## src/rtl/round_robin_arbiter_4_if.sv

```systemverilog
// Request/grant bundle between requesters and the 4-way round-robin arbiter.
// The master side drives requests and release. The slave side (the arbiter) drives grants and status.
`timescale 1ns/1ps
interface round_robin_arbiter_4_if;
    logic [3:0] req_in;
    logic       release_in;
    logic [3:0] grant_out;
    logic [1:0] grant_id_out;
    logic       busy_out;
    logic       timeout_out;

    modport master (
        output req_in,
        output release_in,
        input  grant_out,
        input  grant_id_out,
        input  busy_out,
        input  timeout_out
    );

    modport slave (
        input  req_in,
        input  release_in,
        output grant_out,
        output grant_id_out,
        output busy_out,
        output timeout_out
    );
endinterface

```

## src/rtl/round_robin_arbiter_4.sv

```systemverilog
// 4-requester round-robin arbiter with a bounded hold time and a one-cycle recovery gap.
// Every output comes straight from a register. The IDLE -> GRANT -> RECOVER sequence is a Moore FSM.
`timescale 1ns/1ps
module round_robin_arbiter_4 #(
    parameter int HOLD_MAX = 8
) (
    input  logic                    clock,
    input  logic                    reset,
    round_robin_arbiter_4_if.slave  arb
);

    typedef enum logic [1:0] {
        IDLE    = 2'd0,
        GRANT   = 2'd1,
        RECOVER = 2'd2
    } state_t;

    localparam logic [3:0] HOLD_LAST = 4'(HOLD_MAX - 1);

    state_t     state_reg,    state_next;
    logic [3:0] grant_reg,    grant_next;
    logic [1:0] grant_id_reg, grant_id_next;
    logic [1:0] last_id_reg,  last_id_next;
    logic [3:0] hold_cnt_reg, hold_cnt_next;
    logic       timeout_reg,  timeout_next;
    logic       busy_reg,     busy_next;

    // Requests are rotated so that scan slot 0 is the requester right after the last winner.
    logic [1:0] scan_idx [4];
    logic [3:0] scan_req;

    for (genvar gi = 0; gi < 4; gi++) begin : g_scan
        assign scan_idx[gi] = last_id_reg + 2'(gi + 1);
        assign scan_req[gi] = arb.req_in[scan_idx[gi]];
    end

    logic       win_valid;
    logic [1:0] win_id;

    always_comb begin
        win_valid = 1'b0;
        win_id    = last_id_reg;
        for (int i = 3; i >= 0; i--) begin
            if (scan_req[i]) begin
                win_valid = 1'b1;
                win_id    = scan_idx[i];
            end
        end
    end

    logic holder_req;
    logic hold_done;
    logic early_exit;

    assign holder_req = arb.req_in[grant_id_reg];
    assign hold_done  = (hold_cnt_reg == HOLD_LAST);
    assign early_exit = arb.release_in | ~holder_req;

    always_comb begin
        state_next    = state_reg;
        grant_next    = grant_reg;
        grant_id_next = grant_id_reg;
        last_id_next  = last_id_reg;
        hold_cnt_next = hold_cnt_reg;
        timeout_next  = 1'b0;

        case (state_reg)
            IDLE: begin
                if (win_valid) begin
                    state_next    = GRANT;
                    grant_next    = 4'b0001 << win_id;
                    grant_id_next = win_id;
                    hold_cnt_next = 4'd0;
                end
            end
            GRANT: begin
                if (early_exit || hold_done) begin
                    state_next    = RECOVER;
                    grant_next    = 4'b0000;
                    last_id_next  = grant_id_reg;
                    hold_cnt_next = 4'd0;
                    // A release or request drop outranks the hold limit, even in the same cycle.
                    timeout_next  = ~early_exit;
                end else begin
                    hold_cnt_next = hold_cnt_reg + 4'd1;
                end
            end
            RECOVER: begin
                state_next = IDLE;
            end
            default: begin
                state_next = IDLE;
                grant_next = 4'b0000;
            end
        endcase

        busy_next = (state_next != IDLE);
    end

    always_ff @(posedge clock) begin
        if (!reset) begin
            state_reg    <= IDLE;
            grant_reg    <= 4'b0000;
            grant_id_reg <= 2'd0;
            last_id_reg  <= 2'd3;
            hold_cnt_reg <= 4'd0;
            timeout_reg  <= 1'b0;
            busy_reg     <= 1'b0;
        end else begin
            state_reg    <= state_next;
            grant_reg    <= grant_next;
            grant_id_reg <= grant_id_next;
            last_id_reg  <= last_id_next;
            hold_cnt_reg <= hold_cnt_next;
            timeout_reg  <= timeout_next;
            busy_reg     <= busy_next;
        end
    end

    assign arb.grant_out    = grant_reg;
    assign arb.grant_id_out = grant_id_reg;
    assign arb.busy_out     = busy_reg;
    assign arb.timeout_out  = timeout_reg;

endmodule

```

## src/flat_wrapper.sv

```systemverilog
// flat-port wrapper written by rule: the top's interface ports become plain ports
module round_robin_arbiter_4_flat 
#(
    parameter int HOLD_MAX = 8
)
  (clock, reset, arb_req_in, arb_release_in, arb_grant_out, arb_grant_id_out, arb_busy_out, arb_timeout_out);
  round_robin_arbiter_4_if arb_i ();
  input  logic clock;
  input  logic reset;
  input wire logic [$bits(arb_i.req_in)-1:0] arb_req_in;
  input wire logic [$bits(arb_i.release_in)-1:0] arb_release_in;
  output wire logic [$bits(arb_i.grant_out)-1:0] arb_grant_out;
  output wire logic [$bits(arb_i.grant_id_out)-1:0] arb_grant_id_out;
  output wire logic [$bits(arb_i.busy_out)-1:0] arb_busy_out;
  output wire logic [$bits(arb_i.timeout_out)-1:0] arb_timeout_out;
  assign arb_i.req_in = arb_req_in;
  assign arb_i.release_in = arb_release_in;
  assign arb_grant_out = arb_i.grant_out;
  assign arb_grant_id_out = arb_i.grant_id_out;
  assign arb_busy_out = arb_i.busy_out;
  assign arb_timeout_out = arb_i.timeout_out;
  round_robin_arbiter_4 #(.HOLD_MAX(HOLD_MAX)) u_core (.clock(clock), .reset(reset), .arb(arb_i));
endmodule
```

## config.mk

```make
export PLATFORM = sky130hd
export DESIGN_NAME = round_robin_arbiter_4_flat
export DESIGN_NICKNAME = d
export VERILOG_FILES = /design/src/rtl/round_robin_arbiter_4_if.sv /design/src/rtl/round_robin_arbiter_4.sv /design/src/flat_wrapper.sv
export SDC_FILE = /design/constraint.sdc
export NUM_CORES = 1
export LEC_CHECK = 0
export CELL_PAD_IN_SITES_DETAIL_PLACEMENT = 0
export CELL_PAD_IN_SITES_GLOBAL_PLACEMENT = 2
export CORE_ASPECT_RATIO = 0.5
export CORE_MARGIN = 5
export CORE_UTILIZATION = 29
export CTS_CLUSTER_DIAMETER = 60
export DETAILED_ROUTE_END_ITERATION = 10
export GPL_TIMING_DRIVEN = 0
export PLACE_DENSITY = 0.75
export SETUP_SLACK_MARGIN = 0.2
export SYNTH_ARGS = -nofsm -noshare
export SYNTH_HDL_FRONTEND = slang
export SYNTH_SLANG_ARGS = --single-unit
```

## constraint.sdc

```tcl
create_clock -name clock -period 4.72 [get_ports clock]
set_clock_uncertainty 0.15 [all_clocks]
set_input_delay 0.944 -clock clock [delete_from_list [all_inputs] [get_ports clock]]
set_output_delay 0.944 -clock clock [all_outputs]
set_load 0.005 [all_outputs]
```

* Word level (Yosys, flattened, before mapping)
Index checks and enable logic that the tools add are counted.
** Storage, ports and cells
- Bits in registers :: 16
- Input bits :: 7
- Output and inout port bits :: 8
** Operators by class
- Add/subtract/negate cells :: 4
- $lt $le $gt $ge :: 5
- Eq/ne operators :: 5
- Shifts and indexed selects :: 1
- Multiplexer cells :: 26
- Bitwise operators :: 4
- Reductions and logical operators :: 9
** Operators by type and width (number)
- 2-to-1 mux 4 bit :: 4
- less-than comparator 2 x 3 -> 1 bit, second input constant :: 5
- case mux 4 bit (3 select lines) :: 1
- binary-select mux 1 bit (select 2 bit) :: 5
- 2-to-1 mux 2 bit :: 5
- 2-to-1 mux 1 bit :: 9
- case mux 4 bit (2 select lines) :: 1
- AND reduction 2 bit :: 3
- AND reduction 3 bit :: 2
- adder 2 bit, second input constant :: 2
- adder 4 x 1 -> 4 bit, second input constant :: 1
- equality test 4 x 3 -> 1 bit, second input constant :: 1
- inequality test 2 x 1 -> 1 bit, second input constant :: 2
- case mux 2 bit (2 select lines) :: 1
- nonzero test 2 bit :: 2
- << shifter 1 x 2 -> 4 bit, first input constant :: 1
- inverter 1 bit :: 3
- adder 2 x 1 -> 2 bit, second input constant :: 1
- equality test 2 x 1 -> 1 bit, second input constant :: 1
- equality test 2 bit, second input constant :: 1
- zero test 2 bit :: 1
- logical OR 1 bit :: 1
- OR 1 bit :: 1

* Longest topological paths before layout
Gate-level depths: netlist of the first run.
- Depth in word-level cells :: 9
- Depth in mapped cells :: 5
- Gate-level depth less buffers :: 4

* Worst setup path after synthesis of the first run
OpenSTA, ideal clock, no wires.
- Path type :: input to register
- Start :: in arb_req_in[1]
- End :: reg u_core.grant_reg[0] (netlist: u_core.arb.grant_out[0])
- Arrival :: 1.824 ns
- Data required time :: 4.453 ns
- Setup slack :: 2.629 ns
- Cell stages on the path :: 4
- Path buffers :: 0
- Cell sequence :: mux2_4 a22oi_4 o31ai_2 a22o_1
** On the way
- Word-level cells in the longest chain between the ends :: 8
** Ends and longest elaborated chain
- from (decl) :: line flat_wrapper.sv:10 : input wire logic [$bits(arb_i.req_in)-1:0] arb_req_in;
- binary-select mux 1 bit (select 2 bit) :: line round_robin_arbiter_4.sv:34 : assign scan_req[gi] = arb.req_in[scan_idx[gi]];
- 2-to-1 mux 1 bit (implied by the code) :: line round_robin_arbiter_4.sv:34
- 2-to-1 mux 2 bit or 2-to-1 mux 1 bit (tied branches) (3 in series) :: line round_robin_arbiter_4.sv:44 : if (scan_req[i]) begin
- << shifter 1 x 2 -> 4 bit or 2-to-1 mux 1 bit (tied branches) :: line round_robin_arbiter_4.sv:71, round_robin_arbiter_4.sv:44
- 2-to-1 mux 4 bit or inequality test 2 x 1 -> 1 bit (tied branches)
- case mux 4 bit (3 select lines) or AND reduction 3 bit (tied branches)
- to (signal assigned) :: line round_robin_arbiter_4.sv:111 : grant_reg <= grant_next;
- to (decl) :: line round_robin_arbiter_4.sv:21 : logic [3:0] grant_reg, grant_next;
Parallel ways exist; a longest one is shown, timed or not. The select of a mux whose other input is x is not followed.
A chain may end at the register's enable or synchronous reset.

==> impl_metrics.csv, run 1 <==
group,metric,value,unit
final_layout,fillers,280,
final_layout,n_antenna_cell,0,
grt,grt_usage,10.4,%
worst_hold_path,hold_class,"reg -> reg",
critical_path,worstSetupStartpoint,"reset",
synth,synth_commonest_cells,"dfxtp_1 (16), nand2_1 (6), a22o_1 (5), nor2_1 (5), nor2b_1 (5)",
synth,syn-num-nets,92,
clocking,clock_latency,0.25,ns
placed_design,io_buffers,14,
placed_design,hpwl,1530,um
synth,synth_area,815,sq um
pwr,leakage,0.000425,uW
timing,fmax,0.382,GHz
critical_path,slowest_delay,0.47,ns
routing,drt_iter0_markers,62,
critical_path,worst-path-buf-inv,2,
final_layout,layout.nets,111,
critical_path,crit_family,"buffers and inverters",
die,ioPinCount,15,
synth,ys.flop_type,"dfxtp_1",
timing,slew_viol_final,0,
clocking,cts_made_buffers,3,
clocking,tritoncts,"built",
timing,final-setup-viol-count,0,
routing,routed_via_density,4.96,
critical_path,crit_arrival,2.66,ns
pwr,pwr-share-clk,33.6,%
pwr,p_sw_share,27.5,%
synth,synth.area.top_cells,"dfxtp_1 (39%), a22o_1 (5.4%), nor2b_1 (3.8%), mux2_4 (3.7%), nand2_1 (2.8%)",
run,drv_cap,0,
timing,min_period,2.62,ns
timing,setup_ws,2.10,ns
pwr,seq_power_share,43.1,%
timing,relSlewSlack,57.7,%
pwr,irDropWorstVdd,0.105,mV
clocking,ctsRootBufferMaster,"clkbuf_8",
synth,synth_edf_count,0,
routing,wl_per_cell,13.9,um
grt,grt.overflow.total,0,
die,fp.dieArea,0.00403,sq mm
clocking,clk_pin_slew_worst_paths,0.06,ns
critical_path,path_cells,"clkdlybuf4s50_1 > clkbuf_1 > nand2_1 > o31ai_2 > a22o_1",
pwr,p_per_area,345,mW/mm^2
final_layout,syn_to_final_growth,29.6,%
clocking,htreeDepth,1,
clocking,cts_setup_buffers,0,
final_layout,layout.area.seq,320,sq um
timing,finalCritPeriodShare,55.4,%
die,start_util,30.9,%
synth,avgSynthCellArea,9.70,sq um
synth,seq_area_frac_synth,39.3,%
pwr,switchingPower,100,uW
clocking,post_cts_resized,0,
grt,antenna_found_initial,0,
synth,async_flop_share,0,%
synth,yosysWarnings,0,
synth,synth_area_leader_cell,"dfxtp_1",
grt,grt_pass1_vias,721,
die,die_x,85.0,um
synth,synth_cells,84,
timing,tns,0,ns
grt,grt_pass1_wl,3210,um
run_status,status,"complete, no violations",
critical_path,worstReg2RegStart,"u_core.arb.grant_id_out[1]",
routing,antenna_left,0,
placed_design,place_area,0.00100,sq mm
timing,worst_pin_slew,0.629,ns
final_layout,final_cell_area,0.00106,sq mm
critical_path,crit_path_start_kind,"primary input",
clocking,holdBufCountCts,0,
synth,ys_seq_elements,16,
die,rows,13,
routing,num_vias,690,
timing,hold_viol,0,
critical_path,crit_type,"in -> reg",
timing,rsz0062_at_grt,"no",
pwr,power.internal,265,uW
critical_path,crit_slowest_cell,"clkdlybuf4s50_1",
placed_design,gp_congestion,0.754,
synth,synth_most_common_cell,"dfxtp_1",
final_layout,multiInputGateArea,479,sq um
routing,drc,0,
die,core,0.00264,sq mm
routing,firstDrtPassIters,4,
pwr,combinationalPowerShare,23.3,%
worst_hold_path,hp-start,"u_core.arb.grant_out[2]",
clocking,cts_buffer_depth,2,
grt,grt_max_degree,11,
die,die_h,47.5,um
placed_design,dp_slack,1.86,ns
final_layout,fin_util,40.1,%
routing,wirelength,1930,um
critical_path,required,4.76,ns
synth,yosysUniqueCellTypes,35,
clocking,clock_sinks,16,
critical_path,endpoint_kind,"flop",
synth,yosysTopAreaCellShare,39.3,%
critical_path,path_max_fanout,10,
final_layout,final_layout_size_suffix_gt1_share,12.7,%
## metrics by stage
stage / hold WS (ns) / std cells / total power [uW]
2_1_floorplan: 0.303 / 84 / 211
3_3_place_gp: 0.315 / 135 / 242
3_5_place_dp: 0.321 / 135 / 246
4_1_cts: 0.336 / 139 / 368
5_1_grt: 0.369 / 139 / 385
6_report: 0.330 / 139 / 365
## worst register-to-register path: stages (launching register included)
cell      delay, ns
dfxtp_1        0.44
mux2_4         0.35
a22o_2         0.27
a21boi_0       0.26
o221ai_1       0.17
## routing by layer
metal  vias to the layer above  share of wire (%)  routed length, um  track usage [%]
met5                         -                  0                  0                0
met4                         0               0.98                 19             4.10
met3                         2                2.4                 47             2.75
met2                         8                 49                939             19.0
met1                       332                 48                926             12.2
li1                        348                  -                  -                -
## cell type report
cell class,instances,area share (%)
Multi-Input combinational cell,64,45.4
Sequential cell,16,30.3
Timing Repair Buffer,14,13.3
Clock buffer,4,5.21
Tap cell,37,4.38
Buffer,2,0.711
Inverter,2,0.711
## power by group through the flow
stage               logic, uW  clock network (uW)  registers, uW
finish                   84.9                 123            157
global route             93.8                 132            159
CTS                      85.7                 125            157
detailed placement       85.2                   0            160
global placement         82.3                   0            160
floorplan                51.7                   0            159
## cells in the final DEF, fill, tap and decap left out, types with 4 or more instances in the layout
| cell type | synthesis | final |
|---|---|---|
| dfxtp_1 | 16 | 16 |
| a22o_1 | 5 | 5 |
| nor3_1 | 4 | 4 |
| clkdlybuf4s50_1 | 0 | 14 |
| nor2b_1 | 5 | 5 |
| clkbuf_8 | 0 | 4 |
| nor2_1 | 5 | 5 |
| nand2_1 | 6 | 6 |
## final timing paths
path	endpoint	slack [ns]	depth (start not counted)
max	u_core.arb.grant_out[3]	2.10	5
min	u_core.arb.grant_out[2]	0.33	1
max reg2reg	u_core.last_id_reg[0]	2.95	4
min reg2reg	u_core.arb.grant_out[2]	0.33	1
## cells by family after synthesis
group / share of synthesized area [%]
buf+inv: 1.84
fa+ha+maj: 1.54
compound gates: 23.2
xor+xnor: 1.08
simple gates: 26.9
flops: 39.3
mux: 6.14
Power figures use the tool's default switching activity.
==> run 2: changes to the inputs <==
- CORE_UTILIZATION: 29 -> 28
- PLACE_DENSITY: 0.75 -> 0.76
- clock period: 4.72 -> 2.3 ns (I/O delays scaled with it)
==> impl_metrics.csv, run 2 (synthesis results as in run 1) <==
group,metric,value,unit
grt,grt_usage,9.47,%
clocking,cts_buffer_depth,2,
final_layout,multiInputGateArea,493,sq um
placed_design,gp_congestion,0.819,
final_layout,final_cell_area,0.00107,sq mm
pwr,p_per_area,702,mW/mm^2
timing,relSlewSlack,72.0,%
clocking,clock_latency,0.25,ns
final_layout,final_common_cell,"dfxtp_1",
grt,grt_max_degree,11,
run_status,status,"complete, no violations",
routing,drt_iter0_markers,32,
final_layout,final_layout_size_suffix_gt1_share,14.7,%
grt,grt_pass1_vias,653,
critical_path,crit_family,"compound AO/OA/AOI/OAI gates",
pwr,power.internal,544,uW
final_layout,final_cell_mix,"dfxtp_1 (16), clkdlybuf4s50_1 (14), nand2_1 (6)",
final_layout,n_antenna_cell,0,
timing,worst_pin_slew,0.417,ns
clocking,clock_sinks,16,
critical_path,crit_type,"in -> reg",
die,start_util,30.3,%
die,fp.dieArea,0.00415,sq mm
routing,num_vias,689,
clocking,clk_pin_slew_worst_paths,0.06,ns
pwr,switchingPower,208,uW
routing,routed_via_density,4.96,
placed_design,io_buffers,14,
pwr,seq_power_share,43.0,%
clocking,ctsRootBufferMaster,"clkbuf_8",
routing,firstDrtPassIters,4,
pwr,combinationalPowerShare,23.2,%
routing,drc,0,
timing,tns,0,ns
clocking,tritoncts,"built",
routing,wl_per_cell,12.9,um
critical_path,crit_arrival,2.03,ns
die,core,0.00268,sq mm
die,die_h,48.1,um
timing,fmax,0.491,GHz
die,die_x,86.3,um
placed_design,hpwl,1420,um
final_layout,layout.area.seq,320,sq um
critical_path,required,2.29,ns
critical_path,crit_slowest_cell,"clkdlybuf4s50_1",
critical_path,endpoint_kind,"flop",
final_layout,fillers,278,
critical_path,path_max_fanout,7,
die,rows,13,
routing,antenna_left,0,
timing,final-setup-viol-count,0,
critical_path,worst-path-buf-inv,1,
grt,grt_pass1_wl,2950,um
timing,rsz0062_at_grt,"no",
final_layout,syn_to_final_growth,31.5,%
placed_design,place_area,0.00100,sq mm
clocking,cts_made_buffers,3,
timing,hold_viol,0,
timing,hold-worst-slack,0.333,ns
routing,wirelength,1790,um
final_layout,layout.nets,111,
pwr,pwr-share-clk,33.8,%
pwr,leakage,0.000431,uW
timing,finalCritPeriodShare,88.6,%
pwr,p_sw_share,27.6,%
grt,antenna_found_initial,0,
timing,slew_viol_final,0,
worst_hold_path,hold_class,"reg -> reg",
pwr,irDropWorstVdd,0.233,mV
critical_path,path_cells,"clkdlybuf4s50_1 > mux2_4 > a22oi_4 > o31ai_2 > a22o_1",
timing,min_period,2.04,ns
run,drv_cap,0,
grt,grt.overflow.total,0,
clocking,cts_setup_buffers,0,
die,ioPinCount,15,
critical_path,crit_path_start_kind,"primary input",
critical_path,slowest_delay,0.53,ns
clocking,holdBufCountCts,0,
clocking,htreeDepth,1,
==> run 2: cell types whose count changed in the layout (fill, tap and decap cells not counted) <==
cell      previous run  this run
nor3_2               0         1
clkbuf_2             0         1
clkbuf_1             2         1
nor3_1               4         3
nor4_2               1         0
nor4_4               0         1
==> run 2: repair_timing <==
item                                    in CTS  in global routing
gates resized for setup                      0                  4
endpoints found under the hold margin        0                  0
endpoints found under the setup margin       0                  6
==> run 2: final timing paths <==
path	from	end	slack [ns]	depth (start not counted)
worst max-delay path	arb_req_in[3]	u_core.arb.grant_out[3]	0.26	5
worst min-delay path	u_core.arb.grant_out[0]	u_core.arb.grant_out[0]	0.33	1
worst max register to register	u_core.arb.grant_id_out[1]	u_core.arb.grant_out[3]	0.56	4
worst min register to register	u_core.arb.grant_out[0]	u_core.arb.grant_out[0]	0.33	1
==> run 2: area by class of cell <==
type | instances | area share [%]
Sequential cell | 16 | 29.9
Inverter | 2 | 0.701
Tap cell | 37 | 4.32
Buffer | 2 | 0.818
Timing Repair Buffer | 14 | 13.1
Clock buffer | 4 | 5.14
Multi-Input combinational cell | 64 | 46.0
==> run 2: power groups by stage <==
stage	sequential, uW	clock [uW]	combinational (uW)
2_1_floorplan	326	0	106
3_3_place_gp	327	0	169
3_5_place_dp	329	0	173
4_1_cts	323	255	173
5_1_grt	327	271	193
6_report	324	254	174
==> run 2: layer usage <==
| metal | wire length (um) | vias up | track usage [%] |
|---|---|---|---|
| met5 | 0 | - | 0 |
| met4 | 21 | 0 | 3.73 |
| met3 | 56 | 2 | 3.20 |
| met2 | 773 | 11 | 15.2 |
| met1 | 936 | 325 | 12.2 |
| li1 | - | 351 | - |
==> run 2: stage by stage <==
stage,utilization [%],total power (uW),instances,worst slack (ns)
6_report,39.9,752,139,0.263
5_1_grt,39.9,790,139,0.204
4_1_cts,39.3,750,139,0.205
3_5_place_dp,37.3,501,135,-0.0597
3_3_place_gp,37.3,496,135,-0.0410
2_1_floorplan,-,432,84,0.687
==> run 3: changes to the inputs <==
- CORE_UTILIZATION: 28 -> 29
- DONT_BUFFER_PORTS: unset -> 1
- PLACE_DENSITY: 0.76 -> 0.67
==> impl_metrics.csv, run 3 (synthesis results as in run 1) <==
group,metric,value,unit
run_status,status,"complete, no violations",
timing,worst_pin_slew,0.693,ns
critical_path,path_cells,"mux2_4 > a22oi_4 > o31ai_2 > a22o_1",
critical_path,r2r_cells,4,
die,start_util,30.9,%
final_layout,fillers,281,
timing,finalCritPeriodShare,77.4,%
critical_path,worst-path-buf-inv,0,
pwr,combinationalPowerShare,18.1,%
clocking,holdBufCountCts,0,
run,drv_cap,0,
critical_path,path_max_fanout,7,
critical_path,crit_arrival,1.77,ns
critical_path,slowest_delay,0.45,ns
pwr,seq_power_share,46.4,%
grt,grt_usage,9.85,%
routing,routed_via_density,5.30,
routing,wl_per_cell,14.6,um
placed_design,io_buffers,0,
clocking,cts_setup_buffers,0,
grt,grt.overflow.total,0,
pwr,leakage,0.000373,uW
routing,num_vias,662,
critical_path,crit_type,"reg -> reg",
critical_path,rrSetupSlack,0.52,ns
timing,final-setup-viol-count,0,
worst_hold_path,min_path_cells,1,
die,die_h,47.5,um
routing,wirelength,1830,um
final_layout,n_antenna_cell,0,
worst_hold_path,holdPathEnd,"u_core.arb.busy_out",
critical_path,crit_path_start_kind,"flop",
critical_path,crit_family,"compound AO/OA/AOI/OAI gates",
timing,hold_viol,0,
pwr,irDropWorstVdd,0.180,mV
clocking,clock_sinks,16,
pwr,power.internal,512,uW
grt,grt_pass1_vias,617,
routing,antenna_left,0,
grt,antenna_found_initial,0,
die,fp.dieArea,0.00403,sq mm
die,core,0.00264,sq mm
final_layout,final_layout_size_suffix_gt1_share,14.8,%
placed_design,hpwl,1420,um
pwr,switchingPower,193,uW
clocking,cts_made_buffers,3,
final_layout,final_cell_area,916,sq um
clocking,ctsRootBufferMaster,"clkbuf_8",
timing,tns,0,ns
timing,min_period,1.78,ns
final_layout,final_cell_mix,"dfxtp_1 (16), nand2_1 (6), nor2b_1 (5), nor2_1 (5), a22o_1 (5)",
clocking,cts_buffer_depth,2,
timing,relSlewSlack,53.5,%
pwr,pwr-share-clk,35.4,%
clocking,clk_pin_slew_worst_paths,0.06,ns
final_layout,syn_to_final_growth,12.4,%
timing,rsz0062_at_grt,"no",
die,ioPinCount,15,
final_layout,layout.nets,97,
worst_hold_path,hp-start,"u_core.state_reg[1]",
placed_design,place_area,861,sq um
die,die_x,85.0,um
clocking,htreeDepth,1,
pwr,p_sw_share,27.3,%
timing,slew_viol_final,0,
worst_hold_path,hold_class,"reg -> reg",
pwr,power.total,704,uW
pwr,p_per_area,769,mW/mm^2
grt,grt_pass1_wl,2950,um
critical_path,r2r-end,"u_core.arb.grant_out[2]",
clocking,clock_latency,0.25,ns
clocking,tritoncts,"built",
clocking,post_cts_resized,0,
routing,firstDrtPassIters,4,
final_layout,final_common_cell,"dfxtp_1",
placed_design,gp_congestion,0.763,
critical_path,required,2.29,ns
critical_path,worstReg2RegStart,"u_core.arb.grant_id_out[1]",
grt,grt_max_degree,11,
critical_path,endpoint_kind,"flop",
critical_path,crit_slowest_cell,"dfxtp_1",
die,rows,13,
routing,drc,0,
routing,drt_iter0_markers,35,
timing,fmax,0.562,GHz
[run 3: cell types whose count changed in the layout (fill, tap and decap cells not counted)]
cell,change
nor4_2,+1
clkdlybuf4s50_1,-14
nor3_1,+1
nor3_2,-1
nor4_4,-1
clkbuf_2,-1
clkbuf_1,+1
[run 3: area by class of cell]
class | instances | area [sq um] | area share (%)
plain buffers | 2 | 7.51 | 0.820
clock buffers | 4 | 55.1 | 6.01
inverters | 2 | 7.51 | 0.820
multi-input cells | 64 | 479 | 52.3
flip-flops and latches | 16 | 320 | 35.0
well taps | 37 | 46.3 | 5.05
[run 3: metrics by stage]
step	std cells	setup slack [ns]	hold slack, ns	util [%]
after floorplan	84	0.687	0.303	-
after global placement	121	0.473	0.333	32.7
after detailed placement	121	0.434	0.347	32.7
after CTS	125	0.498	0.358	34.8
after global routing	125	0.438	0.374	34.8
final	125	0.519	0.355	34.8
[run 3: worst max-delay path by stage]
stage                          startpoint                       to  cells past startpoint
2_1_floorplan  u_core.arb.grant_id_out[1]  u_core.arb.grant_out[0]                      4
3_3_place_gp                        reset  u_core.arb.grant_out[3]                      4
3_5_place_dp                        reset  u_core.arb.grant_out[2]                      4
4_1_cts        u_core.arb.grant_id_out[1]  u_core.arb.grant_out[2]                      4
5_1_grt        u_core.arb.grant_id_out[1]  u_core.arb.grant_out[1]                      4
6_report       u_core.arb.grant_id_out[1]  u_core.arb.grant_out[2]                      4
[run 3: worst register-to-register path: stages, from the launching register on]
cell and delay, ns:
dfxtp_1 0.45, mux2_4 0.35, a22oi_4 0.31, o31ai_2 0.16, a22o_1 0.25
[run 3: routing by layer]
layer	global-route usage [%]	wire, um	vias up
li1	-	-	321
met1	12.0	842	319
met2	15.1	819	18
met3	4.81	137	4
met4	4.42	26	0
met5	0	0	-
[run 3: power by group through the flow]
stage                     Clock (uW)  Combinational (uW)  Sequential [uW]
after floorplan                    0                 106              326
after global placement             0                 124              333
after detailed placement           0                 128              334
after CTS                        257                 128              328
after global routing             274                 142              331
final                            250                 128              327
